==> src/rtl/branch_resolve_unit_pkg.sv <==
// Shared types and constants for the branch resolve unit and its queue.
package branch_resolve_unit_pkg;

    typedef logic [63:0] pc_t;

    typedef enum logic {
        RUN   = 1'b0,
        FLUSH = 1'b1
    } state_t;

    localparam pc_t INSTR_BYTES = 64'd4;

    // One in-flight prediction: the fetched PC and the target the buffer predicted.
    typedef struct packed {
        pc_t pc;
        pc_t pred;
    } entry_t;

    // Sequential successor PC; wraps modulo 2^64.
    function automatic pc_t next_seq_pc(input pc_t pc);
        return pc + INSTR_BYTES;
    endfunction

endpackage

==> src/rtl/branch_resolve_unit_if.sv <==
// Fetch, execute, redirect and update signals of the branch resolve unit.
interface branch_resolve_unit_if;
    import branch_resolve_unit_pkg::*;

    logic        en;
    logic        fetch_valid;
    pc_t         fetch_pc;
    pc_t         fetch_pred_pc;
    logic        ex_valid;
    logic        ex_is_branch;
    logic        ex_is_jump;
    logic        ex_taken;
    pc_t         ex_target;
    logic        redirect_valid;
    pc_t         redirect_pc;
    logic        upd_en;
    pc_t         upd_pc;
    pc_t         upd_target;
    logic        upd_taken;
    logic        upd_jumped;
    logic        queue_full;
    logic [31:0] mispredict_count;
    logic        underflow_err;

    // Pipeline side: issues fetches and resolutions, consumes redirects and updates.
    modport master (
        output en, fetch_valid, fetch_pc, fetch_pred_pc,
        output ex_valid, ex_is_branch, ex_is_jump, ex_taken, ex_target,
        input  redirect_valid, redirect_pc,
        input  upd_en, upd_pc, upd_target, upd_taken, upd_jumped,
        input  queue_full, mispredict_count, underflow_err
    );

    // Resolve unit side.
    modport slave (
        input  en, fetch_valid, fetch_pc, fetch_pred_pc,
        input  ex_valid, ex_is_branch, ex_is_jump, ex_taken, ex_target,
        output redirect_valid, redirect_pc,
        output upd_en, upd_pc, upd_target, upd_taken, upd_jumped,
        output queue_full, mispredict_count, underflow_err
    );

endinterface

==> src/rtl/branch_resolve_unit_pred_fifo.sv <==
// Small FIFO of in-flight predictions with a same-cycle head read and a flush.
module pred_fifo #(
    parameter int DEPTH = 4,
    parameter int WIDTH = 128
) (
    input  logic             clk,
    input  logic             arst_n,
    input  logic             push,
    input  logic             pop,
    input  logic             flush,
    input  logic [WIDTH-1:0] wdata,
    output logic [WIDTH-1:0] rdata,
    output logic             full,
    output logic             empty
);
    localparam int AW = (DEPTH > 1) ? $clog2(DEPTH) : 1;

    logic [WIDTH-1:0] mem [DEPTH];
    logic [AW-1:0]    wr_ptr_reg;
    logic [AW-1:0]    rd_ptr_reg;
    logic [AW:0]      count_reg;
    logic             push_ok;
    logic             pop_ok;

    // The resolver needs the head entry in the same cycle it pops, so the
    // read is asynchronous; the queue is tiny and maps to distributed storage.
    assign rdata   = mem[rd_ptr_reg];
    assign full    = (count_reg == (AW+1)'(DEPTH));
    assign empty   = (count_reg == '0);
    assign pop_ok  = pop & ~empty;
    assign push_ok = push & (~full | pop_ok);

    // Entry storage; a flushed push is discarded anyway, so no reset is needed.
    always_ff @(posedge clk) begin
        if (push_ok && !flush) begin
            mem[wr_ptr_reg] <= wdata;
        end
    end

    // Pointers and occupancy; flush wins over any push or pop in the same cycle.
    always_ff @(posedge clk or negedge arst_n) begin
        if (!arst_n) begin
            wr_ptr_reg <= '0;
            rd_ptr_reg <= '0;
            count_reg  <= '0;
        end else if (flush) begin
            wr_ptr_reg <= '0;
            rd_ptr_reg <= '0;
            count_reg  <= '0;
        end else begin
            if (push_ok) wr_ptr_reg <= wr_ptr_reg + 1'b1;
            if (pop_ok)  rd_ptr_reg <= rd_ptr_reg + 1'b1;
            if (push_ok && !pop_ok)      count_reg <= count_reg + 1'b1;
            else if (pop_ok && !push_ok) count_reg <= count_reg - 1'b1;
        end
    end

endmodule

==> src/rtl/branch_resolve_unit.sv <==
// Compares resolved branch/jump outcomes against queued fetch predictions,
// issuing redirects on mispredict and target-buffer updates on taken paths.
module branch_resolve_unit
    import branch_resolve_unit_pkg::*;
#(
    parameter int DEPTH        = 4,
    parameter int FLUSH_CYCLES = 2
) (
    input  logic                 clk,
    input  logic                 arst_n,
    branch_resolve_unit_if.slave bus
);
    localparam int CNT_W = (FLUSH_CYCLES > 1) ? $clog2(FLUSH_CYCLES) : 1;

    state_t             state_reg;
    logic [CNT_W-1:0]   flush_cnt_reg;
    logic               redirect_valid_reg;
    pc_t                redirect_pc_reg;
    logic               upd_en_reg;
    pc_t                upd_pc_reg;
    pc_t                upd_target_reg;
    logic               upd_taken_reg;
    logic               upd_jumped_reg;
    logic [31:0]        mispredict_count_reg;
    logic               underflow_err_reg;

    entry_t             head;
    entry_t             push_entry;
    logic               fifo_full;
    logic               fifo_empty;
    logic               pop_go;
    logic               push_go;
    logic               taken_path;
    logic               mispredict;
    pc_t                actual_pc;
    pc_t                predicted_pc;

    assign push_entry = '{pc: bus.fetch_pc, pred: bus.fetch_pred_pc};

    // ex_valid is only honoured in RUN; during FLUSH the queue is empty by design.
    assign pop_go       = bus.en & bus.ex_valid & ~fifo_empty & (state_reg == RUN);
    assign push_go      = bus.en & bus.fetch_valid & (state_reg == RUN) & (~fifo_full | pop_go);
    assign taken_path   = (bus.ex_is_branch & bus.ex_taken) | bus.ex_is_jump;
    assign actual_pc    = taken_path ? bus.ex_target : next_seq_pc(head.pc);
    assign predicted_pc = (head.pred != '0) ? head.pred : next_seq_pc(head.pc);
    assign mispredict   = pop_go & (actual_pc != predicted_pc);

    pred_fifo #(
        .DEPTH (DEPTH),
        .WIDTH (128)
    ) u_pred_fifo (
        .clk    (clk),
        .arst_n (arst_n),
        .push   (push_go),
        .pop    (pop_go),
        .flush  (mispredict),
        .wdata  (push_entry),
        .rdata  (head),
        .full   (fifo_full),
        .empty  (fifo_empty)
    );

    // RUN/FLUSH control plus all registered outputs; pulses clear every edge.
    always_ff @(posedge clk or negedge arst_n) begin
        if (!arst_n) begin
            state_reg            <= RUN;
            flush_cnt_reg        <= '0;
            redirect_valid_reg   <= 1'b0;
            redirect_pc_reg      <= '0;
            upd_en_reg           <= 1'b0;
            upd_pc_reg           <= '0;
            upd_target_reg       <= '0;
            upd_taken_reg        <= 1'b0;
            upd_jumped_reg       <= 1'b0;
            mispredict_count_reg <= '0;
            underflow_err_reg    <= 1'b0;
        end else begin
            redirect_valid_reg <= 1'b0;
            upd_en_reg         <= 1'b0;
            if (bus.en) begin
                case (state_reg)
                    RUN: begin
                        if (mispredict) begin
                            state_reg     <= FLUSH;
                            flush_cnt_reg <= CNT_W'(FLUSH_CYCLES - 1);
                        end
                        if (bus.ex_valid && fifo_empty) begin
                            underflow_err_reg <= 1'b1;
                        end
                    end
                    FLUSH: begin
                        // The redirect cycle is the first of the FLUSH_CYCLES blocked cycles.
                        if (flush_cnt_reg == '0) state_reg <= RUN;
                        else                     flush_cnt_reg <= flush_cnt_reg - 1'b1;
                    end
                    default: state_reg <= RUN;
                endcase
            end
            if (mispredict) begin
                redirect_valid_reg <= 1'b1;
                redirect_pc_reg    <= actual_pc;
                if (mispredict_count_reg != 32'hFFFF_FFFF) begin
                    mispredict_count_reg <= mispredict_count_reg + 1'b1;
                end
            end
            if (pop_go && taken_path) begin
                upd_en_reg     <= 1'b1;
                upd_pc_reg     <= head.pc;
                upd_target_reg <= bus.ex_target;
                upd_taken_reg  <= bus.ex_is_branch & bus.ex_taken & ~bus.ex_is_jump;
                upd_jumped_reg <= bus.ex_is_jump;
            end
        end
    end

    assign bus.redirect_valid   = redirect_valid_reg;
    assign bus.redirect_pc      = redirect_pc_reg;
    assign bus.upd_en           = upd_en_reg;
    assign bus.upd_pc           = upd_pc_reg;
    assign bus.upd_target       = upd_target_reg;
    assign bus.upd_taken        = upd_taken_reg;
    assign bus.upd_jumped       = upd_jumped_reg;
    assign bus.queue_full       = fifo_full;
    assign bus.mispredict_count = mispredict_count_reg;
    assign bus.underflow_err    = underflow_err_reg;

endmodule

==> src/flat_wrapper.sv <==
// flat-port wrapper written by rule: the top's interface ports become plain ports
module branch_resolve_unit_flat import branch_resolve_unit_pkg::*;
#(
    parameter int DEPTH        = 4,
    parameter int FLUSH_CYCLES = 2
)
  (clk, arst_n, bus_en, bus_fetch_valid, bus_fetch_pc, bus_fetch_pred_pc, bus_ex_valid, bus_ex_is_branch, bus_ex_is_jump, bus_ex_taken, bus_ex_target, bus_redirect_valid, bus_redirect_pc, bus_upd_en, bus_upd_pc, bus_upd_target, bus_upd_taken, bus_upd_jumped, bus_queue_full, bus_mispredict_count, bus_underflow_err);
  branch_resolve_unit_if bus_i ();
  input  logic clk;
  input  logic arst_n;
  input wire logic [$bits(bus_i.en)-1:0] bus_en;
  input wire logic [$bits(bus_i.fetch_valid)-1:0] bus_fetch_valid;
  input wire logic [$bits(bus_i.fetch_pc)-1:0] bus_fetch_pc;
  input wire logic [$bits(bus_i.fetch_pred_pc)-1:0] bus_fetch_pred_pc;
  input wire logic [$bits(bus_i.ex_valid)-1:0] bus_ex_valid;
  input wire logic [$bits(bus_i.ex_is_branch)-1:0] bus_ex_is_branch;
  input wire logic [$bits(bus_i.ex_is_jump)-1:0] bus_ex_is_jump;
  input wire logic [$bits(bus_i.ex_taken)-1:0] bus_ex_taken;
  input wire logic [$bits(bus_i.ex_target)-1:0] bus_ex_target;
  output wire logic [$bits(bus_i.redirect_valid)-1:0] bus_redirect_valid;
  output wire logic [$bits(bus_i.redirect_pc)-1:0] bus_redirect_pc;
  output wire logic [$bits(bus_i.upd_en)-1:0] bus_upd_en;
  output wire logic [$bits(bus_i.upd_pc)-1:0] bus_upd_pc;
  output wire logic [$bits(bus_i.upd_target)-1:0] bus_upd_target;
  output wire logic [$bits(bus_i.upd_taken)-1:0] bus_upd_taken;
  output wire logic [$bits(bus_i.upd_jumped)-1:0] bus_upd_jumped;
  output wire logic [$bits(bus_i.queue_full)-1:0] bus_queue_full;
  output wire logic [$bits(bus_i.mispredict_count)-1:0] bus_mispredict_count;
  output wire logic [$bits(bus_i.underflow_err)-1:0] bus_underflow_err;
  assign bus_i.en = bus_en;
  assign bus_i.fetch_valid = bus_fetch_valid;
  assign bus_i.fetch_pc = bus_fetch_pc;
  assign bus_i.fetch_pred_pc = bus_fetch_pred_pc;
  assign bus_i.ex_valid = bus_ex_valid;
  assign bus_i.ex_is_branch = bus_ex_is_branch;
  assign bus_i.ex_is_jump = bus_ex_is_jump;
  assign bus_i.ex_taken = bus_ex_taken;
  assign bus_i.ex_target = bus_ex_target;
  assign bus_redirect_valid = bus_i.redirect_valid;
  assign bus_redirect_pc = bus_i.redirect_pc;
  assign bus_upd_en = bus_i.upd_en;
  assign bus_upd_pc = bus_i.upd_pc;
  assign bus_upd_target = bus_i.upd_target;
  assign bus_upd_taken = bus_i.upd_taken;
  assign bus_upd_jumped = bus_i.upd_jumped;
  assign bus_queue_full = bus_i.queue_full;
  assign bus_mispredict_count = bus_i.mispredict_count;
  assign bus_underflow_err = bus_i.underflow_err;
  branch_resolve_unit #(.DEPTH(DEPTH), .FLUSH_CYCLES(FLUSH_CYCLES)) u_core (.clk(clk), .arst_n(arst_n), .bus(bus_i));
endmodule
==> config.mk <==
export PLATFORM = sky130hd
export DESIGN_NAME = branch_resolve_unit_flat
export DESIGN_NICKNAME = d
export VERILOG_FILES = /design/src/rtl/branch_resolve_unit_pkg.sv /design/src/rtl/branch_resolve_unit_if.sv /design/src/rtl/branch_resolve_unit_pred_fifo.sv /design/src/rtl/branch_resolve_unit.sv /design/src/flat_wrapper.sv
export SDC_FILE = /design/constraint.sdc
export NUM_CORES = 1
export LEC_CHECK = 0
export ABC_AREA = 1
export CAP_MARGIN = 15
export CELL_PAD_IN_SITES_DETAIL_PLACEMENT = 0
export CELL_PAD_IN_SITES_GLOBAL_PLACEMENT = 1
export CORE_ASPECT_RATIO = 1.1
export CORE_MARGIN = 5
export CORE_UTILIZATION = 35
export DETAILED_ROUTE_END_ITERATION = 16
export GPL_TIMING_DRIVEN = 0
export PLACE_DENSITY_LB_ADDON = 0.1
export SYNTH_ARGS = -nofsm -noshare
export SYNTH_HDL_FRONTEND = slang
export SYNTH_HIERARCHICAL = 1
export SYNTH_SLANG_ARGS = --single-unit
==> constraint.sdc <==
create_clock -name clk -period 11.19 [get_ports clk]
set_clock_uncertainty 0.1 [all_clocks]
set_input_delay 1.119 -clock clk [delete_from_list [all_inputs] [get_ports clk]]
set_output_delay 1.119 -clock clk [all_outputs]
set_load 0.01 [all_outputs]
## Yosys cells after proc, flatten, opt, wreduce, memory -nomap -nowiden

Memory sizes are Yosys's and may differ from the RTL's.
Index checks and enable logic that the tools add are counted.
Widths: inputs -> output; s select.

| operators by class | value |
|---|---|
| add/subtract/negate cells | 7 |
| $mul | 0 |
| div/mod/pow operators | 0 |
| $lt $le $gt $ge | 0 |
| eq/ne operators | 4 |
| shifts and indexed selects | 0 |
| mux-type cells | 18 |
| bitwise gates (word level) | 18 |
| reductions and logical operators | 16 |

Operators by type and width:

| operator | count |
|---|---|
| $mux 64 | 2 |
| $add 64x3->64 const B | 1 |
| $ne 64x64->1 | 1 |
| $reduce_bool 64->1 | 1 |
| $add 32x1->32 const B | 1 |
| $ne 32x32->1 const B | 1 |
| $and 1x1->1 | 11 |
| $mux 3 | 3 |
| $mux 2 | 4 |
| $mux 1 | 7 |
| $logic_and 1x1->1 | 5 |
| $add 2x1->2 const B | 2 |
| $not 1->1 | 4 |
| $pmux 1 s2 | 2 |
| $reduce_and 2->1 | 2 |
| $reduce_bool 2->1 | 2 |
| $add 3x1->3 const B | 1 |
| $eq 3x3->1 const B | 1 |
| $logic_not 1->1 | 3 |
| $logic_not 3->1 | 1 |
| $or 1x1->1 | 3 |
| $reduce_and 3->1 | 1 |
| $reduce_bool 3->1 | 1 |
| $sub 3x1->3 const B | 1 |
| other kinds (2) | 2 |

| storage, ports and cells | value |
|---|---|
| flip-flop bits (word level) | 238 |
| bits in latches | 0 |
| RAM bits | 512 |
| ROM bits | 0 |
| input port bits | 200 |
| output and inout port bits | 230 |
| word-level logic and storage cells | 78 |
| memories | 1 |

Memories:

| name | words | bits a word | rd ports | clocked after memory_dff | write ports | line | source |
|---|---|---|---|---|---|---|---|
| u_core.u_pred_fifo.mem | 4 | 128 | 1 | 0 | 1 | branch_resolve_unit_pred_fifo.sv:18 | `logic [WIDTH-1:0] mem [DEPTH];` |

## Depth between registers and ports, before layout

Gate-level depths: netlist (run 1).

| logic depth | value |
|---|---|
| word-level depth | 12 |
| mapped depth | 33 |
| mapped depth without buffers | 29 |

## Modules after synthesis

Netlist (run 1), hierarchy kept.

By module, submodules not included:

| module | times used | cells an instance | area an instance (sq um) | seq. area each (sq um) |
|---|---|---|---|---|
| pred_fifo | 1 | 1308 | 19487.4 | 15549.9 |
| branch_resolve_unit | 1 | 2610 | 15821.4 | 5780.5 |

## Worst setup path before layout (run 1)

Ideal clock, no wire load.

| timing path | value |
|---|---|
| kind | reg-to-reg |
| start point | register u_core.u_pred_fifo.rd_ptr_reg[0] |
| end point | memory u_core.u_pred_fifo.mem[0][0], enable pin |
| arrival | 8.978 ns |
| required time | 10.473 ns |
| setup slack | 1.496 ns |
| cell stages (with the launch flop) | 32 |
| path buffers | 5 |
| clock period less this slack | 9.694 ns |
| cell sequence | dfrtp_1 -> buf_6 -> inv_4 -> buf_6 -> buf_6 -> nor2_1 -> o22ai_1 -> ha_1 -> nand2_1 -> nor2_1 -> nand2_1 -> nor2_2 -> buf_4 -> nand2_1 -> nand2_1 -> inv_1 -> nand2_1 -> nand2_1 -> nand2_1 -> nand2_1 -> nor2_1 -> nand2_1 -> nor2_1 -> nand2_1 -> nor2_1 -> nand3_2 -> nand2_2 -> buf_2 -> inv_1 -> inv_1 -> nand2_1 -> nor2_1 |

RTL lines:

| element | line | source |
|---|---|---|
| start: declaration | branch_resolve_unit_pred_fifo.sv:20 | `logic [AW-1:0] rd_ptr_reg;` |
| start signal: assignment | branch_resolve_unit_pred_fifo.sv:52 | `if (pop_ok) rd_ptr_reg <= rd_ptr_reg + 1'b1;` |
| end: declaration | branch_resolve_unit_pred_fifo.sv:18 |  |

==> impl_metrics.json, run 1 <==
{
  "finalCriticalPeriod_ns": 8.92,
  "grt_pass1_vias": 29600,
  "multi_input_area_um2": 12000,
  "vdd_drop_max_mv": 0.135,
  "port_buffers": 429,
  "post-cts-setup-buffers": 0,
  "start_util_pct": 35.2,
  "critPathMostFrequentCell": "nand2_1",
  "die_h_um": 343,
  "finalMaxSlewViolations": 0,
  "max_freq_mhz": 112,
  "yosys.area.top_type_share_pct": 43.5,
  "mostFrequentLayoutCell": "nand2_1",
  "cts_resized": 0,
  "antenna_left": 0,
  "syn-instance-count": 3918,
  "drv_cap": 0,
  "ys.flop_type": "edfxtp_1",
  "power_density_nw_per_um2": 258,
  "whs_ns": 0.326,
  "critPathLaunchType": "flip-flop",
  "largest_reg_flops": 512,
  "regMostFlops": "u_core/u_pred_fifo/mem",
  "rsz0062_at_grt": "false",
  "ys_seq_area_share_pct": 60.4,
  "required_ns": 11.44,
  "ys_ff_latch": 750,
  "numCtsBuffers": 85,
  "drive_gt1_share_pct": 5.83,
  "setup_tns_ns": 0,
  "drt_iter0_markers": 2557,
  "grt_max_degree": 101,
  "hold_buffers": 0,
  "grt_usage_pct": 27.0,
  "cp_top_family": "simple AND/OR/NAND/NOR gates",
  "period_share_pct": 79.7,
  "drtPass1Iterations": 6,
  "critPathMaxFanout": 24,
  "holdCritPathClass": "in2async",
  "clkLatencyLatePin_ns": 0.67,
  "cts.clk_slew.worst_paths_ns": 0.06,
  "synth_edf_count": 512,
  "setup_viol": 0,
  "vias_per_cell": 5.18,
  "io_pins": 430,
  "critical_path_class": "reg2reg",
  "crit_path_top_delay_cell": "clkbuf_1",
  "syn2layout_area_growth_pct": 26.4,
  "routed_wl_um": 149000,
  "fp.coreArea_um2": 100000,
  "nets": 4666,
  "worstPathArrival_ns": 9.17,
  "row_count": 122,
  "postSynthAreaPerCell_um2": 9.01,
  "tightest_slew_ns": 1.17,
  "end_kind": "flip-flop",
  "cts.path.max_buffers": 3,
  "final_cell_mix": "1272 x nand2_1, 512 x edfxtp_1, 501 x nor2_1, 428 x clkdlybuf4s50_1, 294 x o21ai_0",
  "path_buf_inv": 12,
  "die_area_um2": 107000,
  "cts_sinks": 750,
  "hpwlAfterDp_um": 114000,
  "p_leak_nw": 18.2,
  "syn_area_um2": 35300,
  "hold_violations": 0,
  "register_area_um2": 21300,
  "status": "finished, final reports clean",
  "total_power_mw": 11.5,
  "yosys_warnings": 6,
  "crit_path_max_incr_delay_ns": 0.53,
  "grt_first_pass_wirelength_um": 210000,
  "num-fill-cells": 9907,
  "clockRootBuffer": "clkbuf_16",
  "num_vias": 30300,
  "synth_area_leaders": "edfxtp_1 44%, dfrtp_1 17%, nand2_1 14%, nor2_1 5.4%, o21ai_0 4.2%",
  "gp_congestion": 0.959,
  "synthArstFlopShare_pct": 31.7,
  "drc": 0,
  "h-tree-depth": 3,
  "synth_cell_types": 39,
  "tritoncts": "yes",
  "wl_per_cell_um": 25.6,
  "grt_overflow": 0,
  "max_slew_margin_pct": 22.3,
  "antenna_found_initial": 12,
  "syn_nets": 4125,
  "die_w_um": 313,
  "yosys.area.top_type": "edfxtp_1"
}
worst paths after layout:
kind | startpoint | to | slack (ns) | depth (start not counted)
max in group asynchronous | arst_n | u_core/bus.upd_target[6] | 9.58 | 2
setup reg to reg | u_core/u_pred_fifo/rd_ptr_reg[1] | u_core/u_pred_fifo/mem[0][124] | 2.27 | 34
min in group clk | u_core/flush_cnt_reg | u_core/flush_cnt_reg | 0.38 | 2
setup / recovery | u_core/u_pred_fifo/rd_ptr_reg[1] | u_core/u_pred_fifo/mem[0][124] | 2.27 | 34
hold reg to reg | u_core/flush_cnt_reg | u_core/flush_cnt_reg | 0.38 | 2
hold / removal | arst_n | u_core/bus.upd_pc[37] | 0.33 | 1
synthesized netlist by cell type (8+ instances only):
| master | count |
|---|---|
| a21boi_0 | 9 |
| buf_2 | 28 |
| buf_4 | 14 |
| buf_6 | 32 |
| clkbuf_1 | 89 |
| clkbuf_2 | 8 |
| dfrtp_1 | 238 |
| edfxtp_1 | 512 |
| inv_1 | 268 |
| nand2_1 | 1272 |
| nand3_1 | 177 |
| nand4_1 | 60 |
| nor2_1 | 505 |
| nor2_2 | 13 |
| nor3_1 | 14 |
| nor4_1 | 10 |
| o21ai_0 | 294 |
| o21ai_1 | 164 |
| o22ai_1 | 128 |
| xor2_1 | 35 |
cell type report:
cell class	count	share of cell area (%)
antenna	7	0.0393
buffer	176	2.24
clock buffer	110	5.23
clock inverter	47	1.07
inverter	270	2.28
multi-input combinational	2722	26.9
sequential	750	47.8
tap	1302	3.65
timing repair buffer	454	10.8
worst register-to-register path, delay by kind of cell (launching register included):
family	cells	cell delay [ns]
buffers and inverters	12	3.26
and+or+nand+nor	19	3.78
AOI/OAI and AO/OA	2	0.63
adders and majority gates	1	0.44
DFF	1	0.39
cell families (layout without fill, tap and decap cells):
kind of cell               after synthesis  in the layout  synth area share, %
and+or+nand+nor                       2069           2069                 23.4
DFF                                    750            750                 60.4
AOI/OAI and AO/OA                      603            603                 9.11
buffers and inverters                  446           1057                 5.71
xor gates and xnor gates                42             42                 1.04
adders and majority gates                7              7                0.269
muxes                                    1              1               0.0283
other                                    0              7                    0
through the flow:
| stage | utilization (%) | setup slack (ns) | cell area, µm² | std cells |
|---|---|---|---|---|
| after floorplan | - | 1.50 | 35300 | 3918 |
| after global placement | 41.1 | -7.23 | 41200 | 5649 |
| after detailed placement | 41.6 | 2.45 | 41800 | 5673 |
| after CTS | 44.4 | 2.40 | 44600 | 5830 |
| after global routing | 44.4 | 1.82 | 44600 | 5834 |
| final | 44.4 | 2.27 | 44600 | 5838 |
routing by layer:
metal / vias up / GRT usage [%] / wire length (µm) / share of wire (%)
met3: 163 / 5.65 / 11000 / 7.3
met5: - / 0 / 80 / 0.054
met4: 10 / 8.64 / 4670 / 3.1
met1: 14800 / 35.8 / 63600 / 43
met2: 1080 / 44.7 / 70100 / 47
li1: 14200 / - / - / -
power breakdown:
group | leakage [nW] | switching, mW | internal [mW]
clock | 1.38 | 1.18 | 1.66
combinational | 9.14 | 3.20 | 1.61
sequential | 7.65 | 0.362 | 3.52
(Power assumes the default switching activity.)
==> run 2, diff against run 1 <==
==> constraint.sdc (replaced) <==
create_clock -name clk -period 8.9 [get_ports clk]
set_clock_uncertainty 0.1 [all_clocks]
set_input_delay 0.89 -clock clk [delete_from_list [all_inputs] [get_ports clk]]
set_output_delay 0.89 -clock clk [all_outputs]
set_load 0.01 [all_outputs]
==> run 2 against run 1 <==
Net effect:
- via count is 0.35% higher
- die area unchanged
- non-clock buffer count rose by 4
- final area up 0.12%
- largest cell class unchanged
==> impl_metrics.json, run 2 (synthesis results as in run 1) <==
{
  "status": "finished, final reports clean",
  "required_ns": 9.15,
  "die_h_um": 343,
  "placed_cells": 5673,
  "hpwlAfterDp_um": 114000,
  "grt_overflow": 0,
  "antenna_left": 0,
  "postPlaceCellArea_um2": 41800,
  "period_share_pct": 96.2,
  "gp_congestion": 0.959,
  "nets": 4671,
  "clockRootBuffer": "clkbuf_16",
  "grt_max_degree": 101,
  "grt_pass1_vias": 29600,
  "r2r_slack_ns": 0.34,
  "crit_path_top_delay_cell": "dfrtp_1",
  "drt_iter0_markers": 2660,
  "wl_per_cell_um": 25.6,
  "fp.coreArea_um2": 100000,
  "max_slew_margin_pct": 24.7,
  "io_pins": 430,
  "grt_usage_pct": 27.0,
  "cts.clk_slew.worst_paths_ns": 0.06,
  "timing.final.ws_setup_ns": 0.342,
  "multi_input_area_um2": 12000,
  "tritoncts": "yes",
  "setup_viol": 0,
  "die_w_um": 313,
  "finalMaxSlewViolations": 0,
  "drive_gt1_share_pct": 6.09,
  "p_leak_nw": 18.2,
  "vias_per_cell": 5.20,
  "finalInstanceArea_um2": 44700,
  "cts_sinks": 750,
  "numCtsBuffers": 85,
  "critPathMostFrequentCell": "nand2_1",
  "critPathMaxFanout": 24,
  "finalCriticalPeriod_ns": 8.56,
  "grt_first_pass_wirelength_um": 210000,
  "drc": 0,
  "regMostFlops": "u_core/u_pred_fifo/mem",
  "drtPass1Iterations": 6,
  "num-fill-cells": 9903,
  "h-tree-depth": 3,
  "cts.path.max_buffers": 3,
  "port_buffers": 429,
  "largest_reg_flops": 512,
  "final_cell_count_no_fill": 5842,
  "mostFrequentLayoutCell": "nand2_1",
  "num_vias": 30400,
  "die_area_um2": 107000,
  "total_power_mw": 14.5,
  "critical_path_class": "reg2reg",
  "worstPathArrival_ns": 8.81,
  "max_freq_mhz": 117,
  "end_kind": "flip-flop",
  "syn2layout_area_growth_pct": 26.5,
  "routed_wl_um": 150000,
  "clkLatencyLatePin_ns": 0.67,
  "final_cell_mix": "1272 x nand2_1, 512 x edfxtp_1, 499 x nor2_1, 428 x clkdlybuf4s50_1, 294 x o21ai_0",
  "tightest_slew_ns": 1.13,
  "hold_buffers": 0,
  "whs_ns": 0.0967,
  "row_count": 122,
  "holdCritPathClass": "in2async",
  "drv_cap": 0,
  "path_buf_inv": 11,
  "hold_violations": 0,
  "dp_slack_ns": 0.161,
  "start_util_pct": 35.2,
  "antenna_found_initial": 12,
  "register_area_um2": 21300,
  "cp_top_family": "simple AND/OR/NAND/NOR gates",
  "crit_path_max_incr_delay_ns": 0.56,
  "vdd_drop_max_mv": 0.170,
  "power_density_nw_per_um2": 325,
  "rsz0062_at_grt": "false",
  "critPathLaunchType": "flip-flop"
}
==> run 2: cell count changes in the layout (fill, tap and decap cells not counted) <==
cell,delta
buf_4,+4
clkbuf_1,-3
clkbuf_2,+3
diode_2,-1
nor2_1,-2
nor2_2,+3
o22ai_1,-2
o22ai_2,+2
==> run 2: timing repair <==
action | CTS | global route
gates resized for setup | 0 | 10
endpoints found under the hold margin | 0 | 0
setup endpoints to repair | 0 | 138
buffers inserted | 0 | 4
==> run 2: power by group <==
group	switching (mW)	total (mW)	leakage, nW	internal [mW]
Combinational	4.03	6.06	9.18	2.03
Sequential	0.455	4.88	7.65	4.43
Clock	1.48	3.57	1.38	2.09
Total	5.97	14.5	18.2	8.54
==> run 2: metrics by stage <==
step	setup TNS (ns)	utilization [%]
detailed placement	0	41.6
floorplan	-406.61	-
CTS	0	44.4
finish	0	44.5
global route	0	44.5
global placement	-5794.55	41.1
==> run 2: final timing paths <==
kind | startpoint | to | cells past startpoint
max reg2reg | u_core/u_pred_fifo/rd_ptr_reg[0] | u_core/u_pred_fifo/mem[0][124] | 32
max in group asynchronous | arst_n | u_core/bus.upd_target[6] | 2
min | arst_n | u_core/bus.upd_pc[37] | 1
max | u_core/u_pred_fifo/rd_ptr_reg[0] | u_core/u_pred_fifo/mem[0][124] | 32
min reg2reg | u_core/flush_cnt_reg | u_core/flush_cnt_reg | 2
min in group clk | u_core/flush_cnt_reg | u_core/flush_cnt_reg | 2
==> run 2: final cells by class <==
cell class                 count  area share (%)
buffer                       176            2.24
antenna                        6          0.0336
tap                         1302            3.65
clock buffer                 110            5.23
sequential                   750            47.7
multi-input combinational   2723            26.9
inverter                     270            2.27
timing repair buffer         458            10.9
clock inverter                47            1.07
==> run 2: routing by layer <==
metal | vias to the layer above | global-route usage (%) | share of wire, % | wire, µm
li1 | 14200 | - | - | -
met3 | 187 | 5.65 | 7.3 | 10900
met2 | 1076 | 44.7 | 47 | 69900
met1 | 14900 | 35.8 | 43 | 63600
met5 | - | 0 | 0.053 | 80
met4 | 10 | 8.64 | 3.5 | 5190
==> run 3, diff against run 2 <==
--- a/config.mk
+++ b/config.mk
@@ -14,8 +14,7 @@
 export CORE_UTILIZATION = 35
 export DETAILED_ROUTE_END_ITERATION = 16
 export GPL_TIMING_DRIVEN = 0
-export PLACE_DENSITY_LB_ADDON = 0.1
+export PLACE_DENSITY = 0.79
 export SYNTH_ARGS = -nofsm -noshare
 export SYNTH_HDL_FRONTEND = slang
-export SYNTH_HIERARCHICAL = 1
 export SYNTH_SLANG_ARGS = --single-unit
==> run 3 against run 2 <==
Net effect:
- final area grew 3.1%
- area after synthesis grew 3.8%
- register-to-register slack gained 0.05 ns
- fmax grew 0.58%
- worst setup slack gained 0.050 ns
- sequential share of layout area shrank 1.4 points
- die area grew 3.7%
- worst hold slack gained 0.0065 ns
- synthesized cell count grew 12%
- via count grew 9.9%
- total power grew 1.6%
- clock-buffer cell count shrank 10
==> impl_metrics.json, run 3 <==
{
  "required_ns": 9.12,
  "syn-instance-count": 4394,
  "total_power_mw": 14.7,
  "port_buffers": 429,
  "syn2layout_area_growth_pct": 25.6,
  "hpwlAfterDp_um": 125000,
  "met3WireLength_um": 12200,
  "vdd_drop_max_mv": 0.195,
  "critPathMaxFanout": 26,
  "grt_pass1_vias": 31500,
  "status": "finished, final reports clean",
  "num_vias": 33400,
  "regMostFlops": "u_core.u_pred_fifo.mem",
  "clkLatencyLatePin_ns": 0.66,
  "yosys.area.top_type_share_pct": 41.9,
  "drt_iter0_markers": 3722,
  "path_buf_inv": 12,
  "grt_overflow": 0,
  "numCtsBuffers": 83,
  "grt_usage_pct": 27.4,
  "drive_gt1_share_pct": 5.60,
  "max_slew_margin_pct": 17.1,
  "worstPathArrival_ns": 8.73,
  "crit_path_top_delay_cell": "nor2_4",
  "cts.path.max_buffers": 3,
  "setup_viol": 0,
  "yosysMostFrequentCell": "nand2_1",
  "tritoncts": "yes",
  "synth_cell_types": 36,
  "period_share_pct": 95.6,
  "post-cts-setup-buffers": 0,
  "placed_cells": 6233,
  "yosys.area.top_type": "edfxtp_1",
  "cts_sinks": 750,
  "antenna_left": 0,
  "end_kind": "flip-flop",
  "power_density_nw_per_um2": 320,
  "r2r_slack_ns": 0.39,
  "nets": 5140,
  "holdCritPathClass": "in2async",
  "rsz0062_at_grt": "false",
  "wl_per_cell_um": 24.7,
  "synth_area_leaders": "edfxtp_1 42%, nand2_1 22%, dfrtp_1 16%, nand3_1 6.6%, nor2_1 3.0%",
  "io_pins": 430,
  "drc": 0,
  "num-fill-cells": 10300,
  "max_freq_mhz": 118,
  "ys.flop_type": "edfxtp_1",
  "crit_path_max_incr_delay_ns": 0.64,
  "grt_max_degree": 102,
  "ys_seq_area_share_pct": 58.2,
  "h-tree-depth": 3,
  "vias_per_cell": 5.22,
  "p_leak_nw": 19.5,
  "row_count": 124,
  "hold_violations": 0,
  "tightest_slew_ns": 1.24,
  "syn_nets": 4602,
  "ys_ff_latch": 750,
  "hold_buffers": 0,
  "drtPass1Iterations": 8,
  "critPathMostFrequentCell": "nand2_1",
  "die_area_um2": 111000,
  "die_h_um": 349,
  "critical_path_class": "reg2reg",
  "dr_wl_met2_um": 77200,
  "gp_congestion": 0.980,
  "clockRootBuffer": "clkbuf_16",
  "grt_first_pass_wirelength_um": 222000,
  "cts_resized": 0,
  "finalCriticalPeriod_ns": 8.51,
  "routed_wl_um": 158000,
  "die_w_um": 319,
  "antenna_found_initial": 21,
  "drv_cap": 0,
  "synth_edf_count": 512,
  "fp.coreArea_um2": 104000,
  "start_util_pct": 35.3,
  "syn_area_um2": 36700,
  "drt-met1-wl_um": 63700,
  "cp_top_family": "simple AND/OR/NAND/NOR gates",
  "cts.clk_slew.worst_paths_ns": 0.06,
  "final_cell_count_no_fill": 6400,
  "mostFrequentLayoutCell": "nand2_1",
  "critPathLaunchType": "flip-flop",
  "yosys_warnings": 0,
  "topRoutingLayerUsed": "met5",
  "synthArstFlopShare_pct": 31.7,
  "final_cell_mix": "2164 x nand2_1, 512 x edfxtp_1, 482 x nand3_1, 428 x clkdlybuf4s50_1, 292 x nor2_1",
  "finalMaxSlewViolations": 0,
  "postSynthAreaPerCell_um2": 8.34,
  "synth_common_cells": "2164 x nand2_1, 512 x edfxtp_1, 482 x nand3_1",
  "largest_reg_flops": 512
}
run 3: cell count changes after synthesis, moves of 7 or more:
cell	previous run	this run
a21boi_0	9	2
buf_2	28	68
buf_6	32	11
clkbuf_1	89	77
clkbuf_2	8	1
inv_1	268	166
nand2_1	1272	2164
nand3_1	177	482
nand4_1	60	51
nor2_1	505	297
o21ai_0	294	147
o21ai_1	164	49
o22ai_1	128	0
run 3: worst paths after layout:
| check | start | to | cells after the start |
|---|---|---|---|
| max | u_core.u_pred_fifo.rd_ptr_reg[1] | u_core.u_pred_fifo.mem[3][102] | 33 |
| min | arst_n | u_core.bus.upd_pc[58] | 1 |
| max reg2reg | u_core.u_pred_fifo.rd_ptr_reg[1] | u_core.u_pred_fifo.mem[3][102] | 33 |
| min reg2reg | u_core.bus.upd_target[61] | u_core.bus.upd_target[61] | 2 |
| max in group asynchronous | arst_n | u_core.bus.upd_target[20] | 2 |
| min in group clk | u_core.bus.upd_target[61] | u_core.bus.upd_target[61] | 2 |
run 3: layer usage:
metal  vias up  global-route usage, %
met3       248                   4.54
met1     16100                   35.5
li1      15500                      -
met4         8                   8.90
met2      1535                   47.1
met5         -                      0
run 3: power by group:
| part | internal, mW | total, mW | switching, mW |
|---|---|---|---|
| logic | 2.04 | 6.53 | 4.49 |
| clock network | 2.06 | 3.53 | 1.47 |
| registers | 4.34 | 4.68 | 0.337 |
| total | 8.44 | 14.7 | 6.30 |
run 3: final cells by class:
type,instances,area (µm²),area share (%)
Clock buffer,100,2190,4.76
Inverter,171,647,1.40
Buffer,184,938,2.04
Antenna cell,15,37.5,0.0815
Sequential cell,750,21300,46.3
Timing Repair Buffer,453,4810,10.4
Tap cell,1386,1730,3.77
Clock inverter,52,592,1.29
Multi-Input combinational cell,3289,13800,29.9
run 3: stage by stage:
stage	hold WS, ns	setup WS (ns)	util, %	area (µm²)	setup TNS (ns)
detailed placement	0.357	0.480	41.6	43200	0
floorplan	0.393	-0.450	-	36700	-230.18
global placement	0.355	-8.36	41.1	42700	-5207.17
CTS	0.0857	0.452	44.3	46000	0
finish	0.103	0.392	44.3	46100	0
global route	0.134	0.0985	44.3	46000	0
run 3: cell families (layout without fill, tap and decap cells):
logic type,after synthesis,in the layout,synth area share (%)
XOR/XNOR,38,38,0.908
adder cells (fa/ha/maj),8,8,0.294
flip-flops,750,750,58.2
buffers and inverters,355,960,4.32
other,0,15,0
AND/OR/NAND/NOR,3036,3036,33.4
AO/OA/AOI/OAI,207,207,2.87
